### src/rtl/header_gen_pkg.sv
// Shared constants and state encoding for the header_gen frame transmitter.
package header_gen_pkg;

  localparam logic [7:0] HDR_BYTE0 = 8'h55;
  localparam logic [7:0] HDR_BYTE1 = 8'hD5;
  localparam logic [7:0] IDLE_BYTE = 8'h00;

  // Fixed 3-bit encodings so traces line up with the receiving end's decoder.
  localparam logic [2:0] IDLE    = 3'd0;
  localparam logic [2:0] H55     = 3'd1;
  localparam logic [2:0] HD5     = 3'd2;
  localparam logic [2:0] PAYLOAD = 3'd3;
  localparam logic [2:0] GAP     = 3'd4;
  localparam logic [2:0] CSUM    = 3'd5;

  typedef enum logic [2:0] {
    StIdle    = IDLE,
    StH55     = H55,
    StHd5     = HD5,
    StPayload = PAYLOAD,
    StGap     = GAP,
    StCsum    = CSUM
  } state_t;

endpackage

### src/rtl/header_gen.sv
// Byte-stream frame transmitter: preamble of HDR_REPS 0x55/0xD5 pairs, payload forwarded from a
// valid/ready source, then GAP_LEN idle bytes. Frames longer than MAX_LEN are truncated and the
// rest of the upstream frame is discarded.
// Optional feature: define HEADER_GEN_CSUM_EN to append an XOR checksum byte after the payload.
module header_gen
  import header_gen_pkg::*;
#(
  parameter int unsigned HDR_REPS = 5,
  parameter int unsigned GAP_LEN  = 2,
  parameter int unsigned MAX_LEN  = 64
) (
  input  logic       clk,
  input  logic       rst,
  input  logic [7:0] s_data,
  input  logic       s_vld,
  input  logic       s_last,
  output logic       s_rdy,
  output logic [7:0] dout,
  output logic       dout_vld,
  output logic       sof,
  output logic       eof,
  output logic       underrun,
  output logic       len_err
);

  localparam logic [3:0] RepLast  = 4'(HDR_REPS - 1);
  localparam logic [3:0] GapLast  = 4'(GAP_LEN - 1);
  localparam logic [7:0] LenLast  = 8'(MAX_LEN - 1);
  // With no gap the frame goes straight back to idle.
  localparam state_t     EndState = (GAP_LEN == 0) ? StIdle : StGap;

  state_t     state_q, state_d;
  logic [3:0] rep_q, rep_d;
  logic [3:0] gap_q, gap_d;
  logic [7:0] len_q, len_d;
  logic       discard_q, discard_d;

  logic [7:0] dout_q, dout_d;
  logic       vld_q, vld_d;
  logic       sof_q, sof_d;
  logic       eof_q, eof_d;
  logic       under_q, under_d;
  logic       lerr_q, lerr_d;
  logic       rdy_q, rdy_d;

`ifdef HEADER_GEN_CSUM_EN
  logic [7:0] csum_q, csum_d;
`endif

  logic xfer;
  assign xfer = s_vld & rdy_q;

  // Next-state, counter and registered-output computation.
  always_comb begin
    state_d   = state_q;
    rep_d     = rep_q;
    gap_d     = gap_q;
    len_d     = len_q;
    discard_d = discard_q;
    dout_d    = IDLE_BYTE;
    vld_d     = 1'b0;
    sof_d     = 1'b0;
    eof_d     = 1'b0;
    under_d   = 1'b0;
    lerr_d    = 1'b0;
`ifdef HEADER_GEN_CSUM_EN
    csum_d    = csum_q;
`endif

    unique case (state_q)
      StIdle: begin
        if (discard_q) begin
          // Drain the tail of a truncated frame; the start byte is never consumed here.
          if (xfer && s_last) discard_d = 1'b0;
        end else if (s_vld) begin
          state_d = StH55;
          rep_d   = '0;
          len_d   = '0;
        end
      end
      StH55: begin
        dout_d  = HDR_BYTE0;
        vld_d   = 1'b1;
        sof_d   = (rep_q == 4'd0);
`ifdef HEADER_GEN_CSUM_EN
        if (rep_q == 4'd0) csum_d = '0;
`endif
        state_d = StHd5;
      end
      StHd5: begin
        dout_d  = HDR_BYTE1;
        vld_d   = 1'b1;
        rep_d   = rep_q + 4'd1;
        state_d = (rep_q == RepLast) ? StPayload : StH55;
      end
      StPayload: begin
        if (xfer) begin
          dout_d = s_data;
          vld_d  = 1'b1;
          len_d  = len_q + 8'd1;
`ifdef HEADER_GEN_CSUM_EN
          csum_d = csum_q ^ s_data;
`endif
          if (s_last || (len_q == LenLast)) begin
            lerr_d    = ~s_last;
            discard_d = ~s_last;
`ifdef HEADER_GEN_CSUM_EN
            state_d   = StCsum;
`else
            eof_d     = 1'b1;
            state_d   = EndState;
            gap_d     = '0;
`endif
          end
        end else begin
          under_d = 1'b1;
        end
      end
`ifdef HEADER_GEN_CSUM_EN
      StCsum: begin
        dout_d  = csum_q;
        vld_d   = 1'b1;
        eof_d   = 1'b1;
        state_d = EndState;
        gap_d   = '0;
      end
`endif
      StGap: begin
        gap_d = gap_q + 4'd1;
        if (gap_q == GapLast) state_d = StIdle;
      end
      default: state_d = StIdle;
    endcase

    // Ready is a decode of the state being entered, so it is registered alongside it.
    rdy_d = (state_d == StPayload) || ((state_d == StIdle) && discard_d);
  end

  // State, counters and output registers with synchronous reset.
  always_ff @(posedge clk) begin
    if (rst) begin
      state_q   <= StIdle;
      rep_q     <= '0;
      gap_q     <= '0;
      len_q     <= '0;
      discard_q <= 1'b0;
      dout_q    <= IDLE_BYTE;
      vld_q     <= 1'b0;
      sof_q     <= 1'b0;
      eof_q     <= 1'b0;
      under_q   <= 1'b0;
      lerr_q    <= 1'b0;
      rdy_q     <= 1'b0;
`ifdef HEADER_GEN_CSUM_EN
      csum_q    <= '0;
`endif
    end else begin
      state_q   <= state_d;
      rep_q     <= rep_d;
      gap_q     <= gap_d;
      len_q     <= len_d;
      discard_q <= discard_d;
      dout_q    <= dout_d;
      vld_q     <= vld_d;
      sof_q     <= sof_d;
      eof_q     <= eof_d;
      under_q   <= under_d;
      lerr_q    <= lerr_d;
      rdy_q     <= rdy_d;
`ifdef HEADER_GEN_CSUM_EN
      csum_q    <= csum_d;
`endif
    end
  end

  assign s_rdy    = rdy_q;
  assign dout     = dout_q;
  assign dout_vld = vld_q;
  assign sof      = sof_q;
  assign eof      = eof_q;
  assign underrun = under_q;
  assign len_err  = lerr_q;

endmodule

### config.mk
export PLATFORM = sky130hd
export DESIGN_NAME = header_gen
export DESIGN_NICKNAME = d
export VERILOG_FILES = /design/src/rtl/header_gen_pkg.sv /design/src/rtl/header_gen.sv
export SDC_FILE = /design/constraint.sdc
export NUM_CORES = 1
export LEC_CHECK = 0
export CAP_MARGIN = 10
export CORE_ASPECT_RATIO = 1.25
export CORE_MARGIN = 1
export CORE_UTILIZATION = 35
export DETAILED_ROUTE_END_ITERATION = 16
export GPL_TIMING_DRIVEN = 0
export SLEW_MARGIN = 30
export SYNTH_ARGS = -nofsm -noshare
export SYNTH_HDL_FRONTEND = slang
export SYNTH_SLANG_ARGS = --single-unit
### constraint.sdc
create_clock -name clk -period 2.4 [get_ports clk]
set_input_delay 0.6 -clock clk [delete_from_list [all_inputs] [get_ports clk]]
set_output_delay 0.6 -clock clk [all_outputs]
set_load 0.02 [all_outputs]
* Yosys cells after proc, flatten, opt, wreduce, memory -nomap -nowiden
Cells that the tools add are included.
Operators by class: add/subtract/negate cells 3, multipliers 0, divide/modulo/power cells 0, magnitude comparators 0, equality and inequality tests 12, shifts and indexed selects 0, mux-type cells 28, bitwise gates (word level) 6, reductions and logical operators 18
Operator list (count):
- 2-to-1 mux 8 bit | 4
- one-hot mux 8 bit (3 select lines) | 1
- 2-to-1 mux 4 bit | 4
- one-hot mux 4 bit (2 select lines) | 2
- one-hot mux 8 bit (2 select lines) | 1
- 2-to-1 mux 3 bit | 5
- one-hot mux 3 bit (5 select lines) | 1
- equality test 3 x 2 -> 1 bit, second input constant | 3
- adder 4 x 1 -> 4 bit, second input constant | 2
- adder 8 x 1 -> 8 bit, second input constant | 1
- equality test 8 x 6 -> 1 bit, second input constant | 1
- inequality test 2 bit, second input constant | 4
- 2-to-1 mux 1 bit | 7
- zero test 3 bit | 2
- AND reduction 3 bit | 2
- nonzero test 2 bit | 3
- OR reduction 2 bit | 3
- NOT 1 bit | 5
- equality test 4 x 1 -> 1 bit, second input constant | 1
- equality test 4 x 3 -> 1 bit, second input constant | 1
- zero test 4 bit | 1
- one-hot mux 1 bit (2 select lines) | 2
- AND reduction 4 bit | 1
- OR reduction 4 bit | 1
- 7 further kinds | 9
Storage, ports and cells: flip-flop bits (word level) 34, latch bits 0, RAM bits 0, ROM bits 0, input port bits 12, memories kept 0

* Longest topological paths before layout
depth in word-level cells 8, mapped depth 6, gate-level depth less buffers 6

* Worst setup path before layout
Ideal clock, no wire load.
kind input port to flip-flop, start point input s_vld, end point register rdy_q (netlist: s_rdy), setup time 0.074 ns, arrival 1.402 ns, data required time 2.326 ns, path slack 0.924 ns, stages on the path 5, path buffers 0, cells stage by stage and2_1 -> nand2_2 -> nor2_2 -> or3_1 -> a31oi_1
On the way: word-level cells in the longest chain between the ends 7, elaborated cells on any way between the ends 14, those cells by class 1 x eq/ne; 8 x mux; 1 x bitwise; 4 x reduce/logical
Ends and longest elaborated chain:
- start, declared | line header_gen.sv:15 | input logic s_vld,
- AND 1 bit | line header_gen.sv:51 | assign xfer = s_vld & rdy_q;
- logical AND 1 bit | line header_gen.sv:74 | if (xfer && s_last) discard_d = 1'b0;
- 2-to-1 mux 1 bit | line header_gen.sv:74
- 2-to-1 mux 1 bit | line header_gen.sv:72 | if (discard_q) begin
- one-hot mux 1 bit (2 select lines) | line header_gen.sv:70 | unique case (state_q)
- logical AND 1 bit | line header_gen.sv:136 | rdy_d = (state_d == StPayload) || ((state_d == StIdle) && discard_d);
- logical OR 1 bit * | line header_gen.sv:136
- end signal, assigned | line header_gen.sv:169 | rdy_q <= rdy_d;
- end, declared | line header_gen.sv:44 | logic rdy_q, rdy_d;
Every way passes the cells marked *; elsewhere a longest branch is shown, timed or not. A chain may end at the register's enable or synchronous reset.

* Worst setup path after layout
start point register rdy_q (netlist: s_rdy), end point output s_rdy
RTL lines:
- end, declared | line header_gen.sv:17 | output logic s_rdy,
No word-level cell between the ends.

==> metrics.txt <==
# TYPE chip_impl_metric gauge
chip_impl_metric{name="num_vias",unit=""} 1221
chip_impl_metric{name="drt-initial-drc-count",unit=""} 33
chip_impl_info{name="outcome",value="finished clean"} 1
chip_impl_metric{name="drc_errors",unit=""} 0
chip_impl_metric{name="setup_tns",unit="ps"} 0
chip_impl_metric{name="timing.final.crit_period",unit="ps"} 1870
chip_impl_metric{name="final.setup.worst_slack",unit="ps"} 526
chip_impl_metric{name="totalWireLength",unit="microns"} 2940
chip_impl_metric{name="placement.cell_area",unit="sq mm"} 0.00179
chip_impl_metric{name="nFillCells",unit=""} 403
chip_impl_metric{name="number_of_diodes_added_for_antenna_fixing",unit=""} 0
chip_impl_metric{name="largest_net_degree_at_the_start_of_global_routing",unit=""} 11
chip_impl_metric{name="maxSlewViolCount",unit=""} 0
chip_impl_metric{name="io-pin-count",unit=""} 26
chip_impl_metric{name="post_layout_nonfiller_instances",unit=""} 245
chip_impl_metric{name="synth_seq_area_share",unit=""} 0.460
chip_impl_info{name="end_kind",value="primary output"} 1
chip_impl_metric{name="initial_core_util",unit=""} 0.364
chip_impl_metric{name="syn_nets",unit=""} 174
chip_impl_metric{name="synth.lib_cells_used.distinct",unit=""} 42
chip_impl_metric{name="core_area",unit="sq mm"} 0.00407
chip_impl_info{name="grt_setup_unrepaired",value="no"} 1
chip_impl_info{name="criticalPathCategory",value="reg -> out"} 1
chip_impl_metric{name="die_h",unit="microns"} 74.7
chip_impl_metric{name="hold_fix_buffers_cts",unit=""} 0
chip_impl_metric{name="cap_viol_max_count",unit=""} 0
chip_impl_metric{name="firstDrtPassIters",unit=""} 4
chip_impl_metric{name="clk_latency",unit="ps"} 280
chip_impl_metric{name="tritoncts.num_buffers",unit=""} 5
chip_impl_metric{name="critical_path.n_buffers_inverters",unit=""} 1
chip_impl_metric{name="synth_area",unit="sq mm"} 0.00148
chip_impl_metric{name="postLayoutCellArea",unit="sq mm"} 0.00188
chip_impl_metric{name="share_of_the_cycle_needed_by_the_critical_path_after_routing",unit=""} 0.781
chip_impl_metric{name="finalSetupViolations",unit=""} 0
chip_impl_metric{name="placementRows",unit=""} 26
chip_impl_metric{name="timing.clock.skew",unit="ps"} 3.79
chip_impl_metric{name="clk_path_buf_depth",unit=""} 2
chip_impl_info{name="dominantRegCellSynth",value="dfxtp_1"} 1
chip_impl_metric{name="numClockSinks",unit=""} 34
chip_impl_metric{name="first_global_vias",unit=""} 1139
chip_impl_metric{name="routedWlPerCell",unit="microns"} 12.0
chip_impl_metric{name="route.antenna.remaining_nets",unit=""} 0
chip_impl_info{name="cpMaxStageDelayCell",value="clkdlybuf4s50_1"} 1
chip_impl_metric{name="clock_tree.htree_level_count",unit=""} 2
chip_impl_metric{name="yosys_warnings",unit=""} 0
chip_impl_metric{name="final-hold-violation-count",unit=""} 0
chip_impl_info{name="cts_tree",value="built"} 1
chip_impl_metric{name="flip_flop_and_latch_count_after_synthesis",unit=""} 34
chip_impl_metric{name="fp.dieW",unit="microns"} 60.1
chip_impl_info{name="ctsRootBufferMaster",value="clkbuf_8"} 1
chip_impl_metric{name="die_area",unit="sq mm"} 0.00449
chip_impl_metric{name="cts_resized",unit=""} 0
chip_impl_metric{name="dp.cells",unit=""} 237
chip_impl_metric{name="wire_length_of_the_first_global_routing_pass",unit="microns"} 4770
chip_impl_metric{name="clock.fmax",unit="MHz"} 534
chip_impl_info{name="most_frequent_cells_in_the_layout",value="34 x dfxtp_1, 24 x clkdlybuf4s50_1, 19 x nor2_1, 10 x xor2_1, 8 x nand2_1"} 1
chip_impl_metric{name="postSynthAreaPerCell",unit="sq um"} 9.42
chip_impl_metric{name="pre_cts_worst_setup_slack",unit="ps"} 245
chip_impl_info{name="critical_path.top_delay_family",value="buffers and inverters"} 1
chip_impl_metric{name="total_grt_usage",unit=""} 0.147
chip_impl_metric{name="clkSlewWorstSetupHoldPaths",unit="ps"} 60
chip_impl_metric{name="critPathMaxStageDelay",unit="ps"} 620
chip_impl_info{name="layout_commonest_cell",value="dfxtp_1"} 1
chip_impl_metric{name="finalCoreUtilization",unit=""} 0.462
chip_impl_metric{name="detail_route.vias_per_cell",unit=""} 4.98
chip_impl_metric{name="worst_pin_slew",unit="ps"} 465
chip_impl_metric{name="gr-total-overflow",unit=""} 0
chip_impl_metric{name="power.density_cell_area",unit="mW/mm^2"} 594
chip_impl_metric{name="cts.repair_timing.setup_buffer_count",unit=""} 0
chip_impl_info{name="path_cells",value="clkdlybuf4s50_1"} 1
chip_impl_metric{name="vdd_ir_drop_max",unit="mV"} 0.321
chip_impl_metric{name="p_leak",unit="nW"} 0.673
chip_impl_metric{name="syn_to_final_growth",unit="%"} 27.2
chip_impl_info{name="hp-class",value="reg -> reg"} 1
chip_impl_metric{name="finish.net_count",unit=""} 205
chip_impl_metric{name="hpwlAfterDp",unit="microns"} 2230
chip_impl_metric{name="synth_async_sr_flop_share",unit=""} 0
chip_impl_metric{name="syn-instance-count",unit=""} 157
chip_impl_metric{name="critical_path_required",unit="ps"} 1800
chip_impl_metric{name="critPathMaxFanout",unit=""} 4
chip_impl_metric{name="gpl.final_weighted_congestion",unit=""} 0.770
chip_impl_metric{name="synth_edf_count",unit=""} 0
chip_impl_metric{name="place.port_buffers",unit=""} 24
chip_impl_metric{name="slew_headroom",unit=""} 0.690
chip_impl_metric{name="antenna_found_initial",unit=""} 0
chip_impl_metric{name="worst_ep_arrival_time",unit="ps"} 1270
chip_impl_info{name="start_kind",value="register"} 1
chip_impl_metric{name="post_route_cells_drive_above_1_share",unit=""} 0.116
cell families (layout without fill, tap and decap cells):
| kind of cell | Yosys count | after routing | share of synthesized area |
|---|---|---|---|
| flops | 34 | 34 | 0.460 |
| xor+xnor | 12 | 12 | 0.0711 |
| buf+inv | 9 | 41 | 0.0313 |
| fa+ha+maj | 5 | 5 | 0.0423 |
| simple gates | 70 | 70 | 0.256 |
| mux | 1 | 1 | 0.00761 |
| compound gates | 26 | 26 | 0.132 |
Yosys cell counts (2+ instances only):
cell,number,share of area
a21oi_1,6,0.020
a31oi_1,3,0.013
and2_1,5,0.021
clkbuf_1,3,0.0076
dfxtp_1,34,0.46
ha_1,5,0.042
inv_1,3,0.0076
nand2_1,8,0.020
nand2b_1,3,0.013
nand3_1,6,0.020
nand4_1,6,0.025
nand4b_1,2,0.012
nor2_1,19,0.048
nor2_2,6,0.025
nor2b_1,2,0.0085
nor3_1,4,0.014
o21a_1,5,0.025
o21ai_1,3,0.010
xnor2_1,2,0.012
xor2_1,10,0.059
layer usage:
layer,vias up,global-route usage,wire length [microns]
met1,582,0.160,1230
met3,7,0.0533,105
li1,608,-,-
met5,-,0,0
met4,0,0.0698,74
met2,24,0.249,1530
cell type report:
class	count	area [sq um]	area share
Multi-Input combinational cell	114	752	0.400
Sequential cell	34	681	0.362
Timing Repair Buffer	24	240	0.128
Clock buffer	7	86.3	0.0459
Tap cell	56	70.1	0.0373
Buffer	6	35.0	0.0186
Inverter	3	11.3	0.00599
Clock inverter	1	5.00	0.00266
final timing paths:
check | depth (start not counted) | slack, ps | to | start
worst max-delay path | 1 | 530 | s_rdy | s_rdy
worst min-delay path | 2 | 520 | rep_q[3] | rep_q[3]
worst max register to register | 6 | 830 | len_q[3] | state_q[1]
worst min register to register | 2 | 520 | rep_q[3] | rep_q[3]
where the power goes:
group          switching, W  total (W)  internal (W)
registers        0.00000430   0.000580      0.000575
logic             0.0000616   0.000115     0.0000539
clock network      0.000191   0.000422      0.000231
per-stage QoR:
stage / power, W / hold slack [ps]
6_report: 0.00112 / 522
5_1_grt: 0.00116 / 555
4_1_cts: 0.00114 / 533
3_5_place_dp: 0.000709 / 516
3_3_place_gp: 0.000707 / 497
2_1_floorplan: 0.000662 / 477
state kept, by name, indices dropped and copies added, names as in the netlist:
name       count
len_q          8
len_err        1
s_rdy          1
eof            1
rep_q          4
gap_q          4
dout           8
underrun       1
sof            1
state_q        3
discard_q      1
dout_vld       1
No activity file was read; power rests on OpenSTA's default activity.
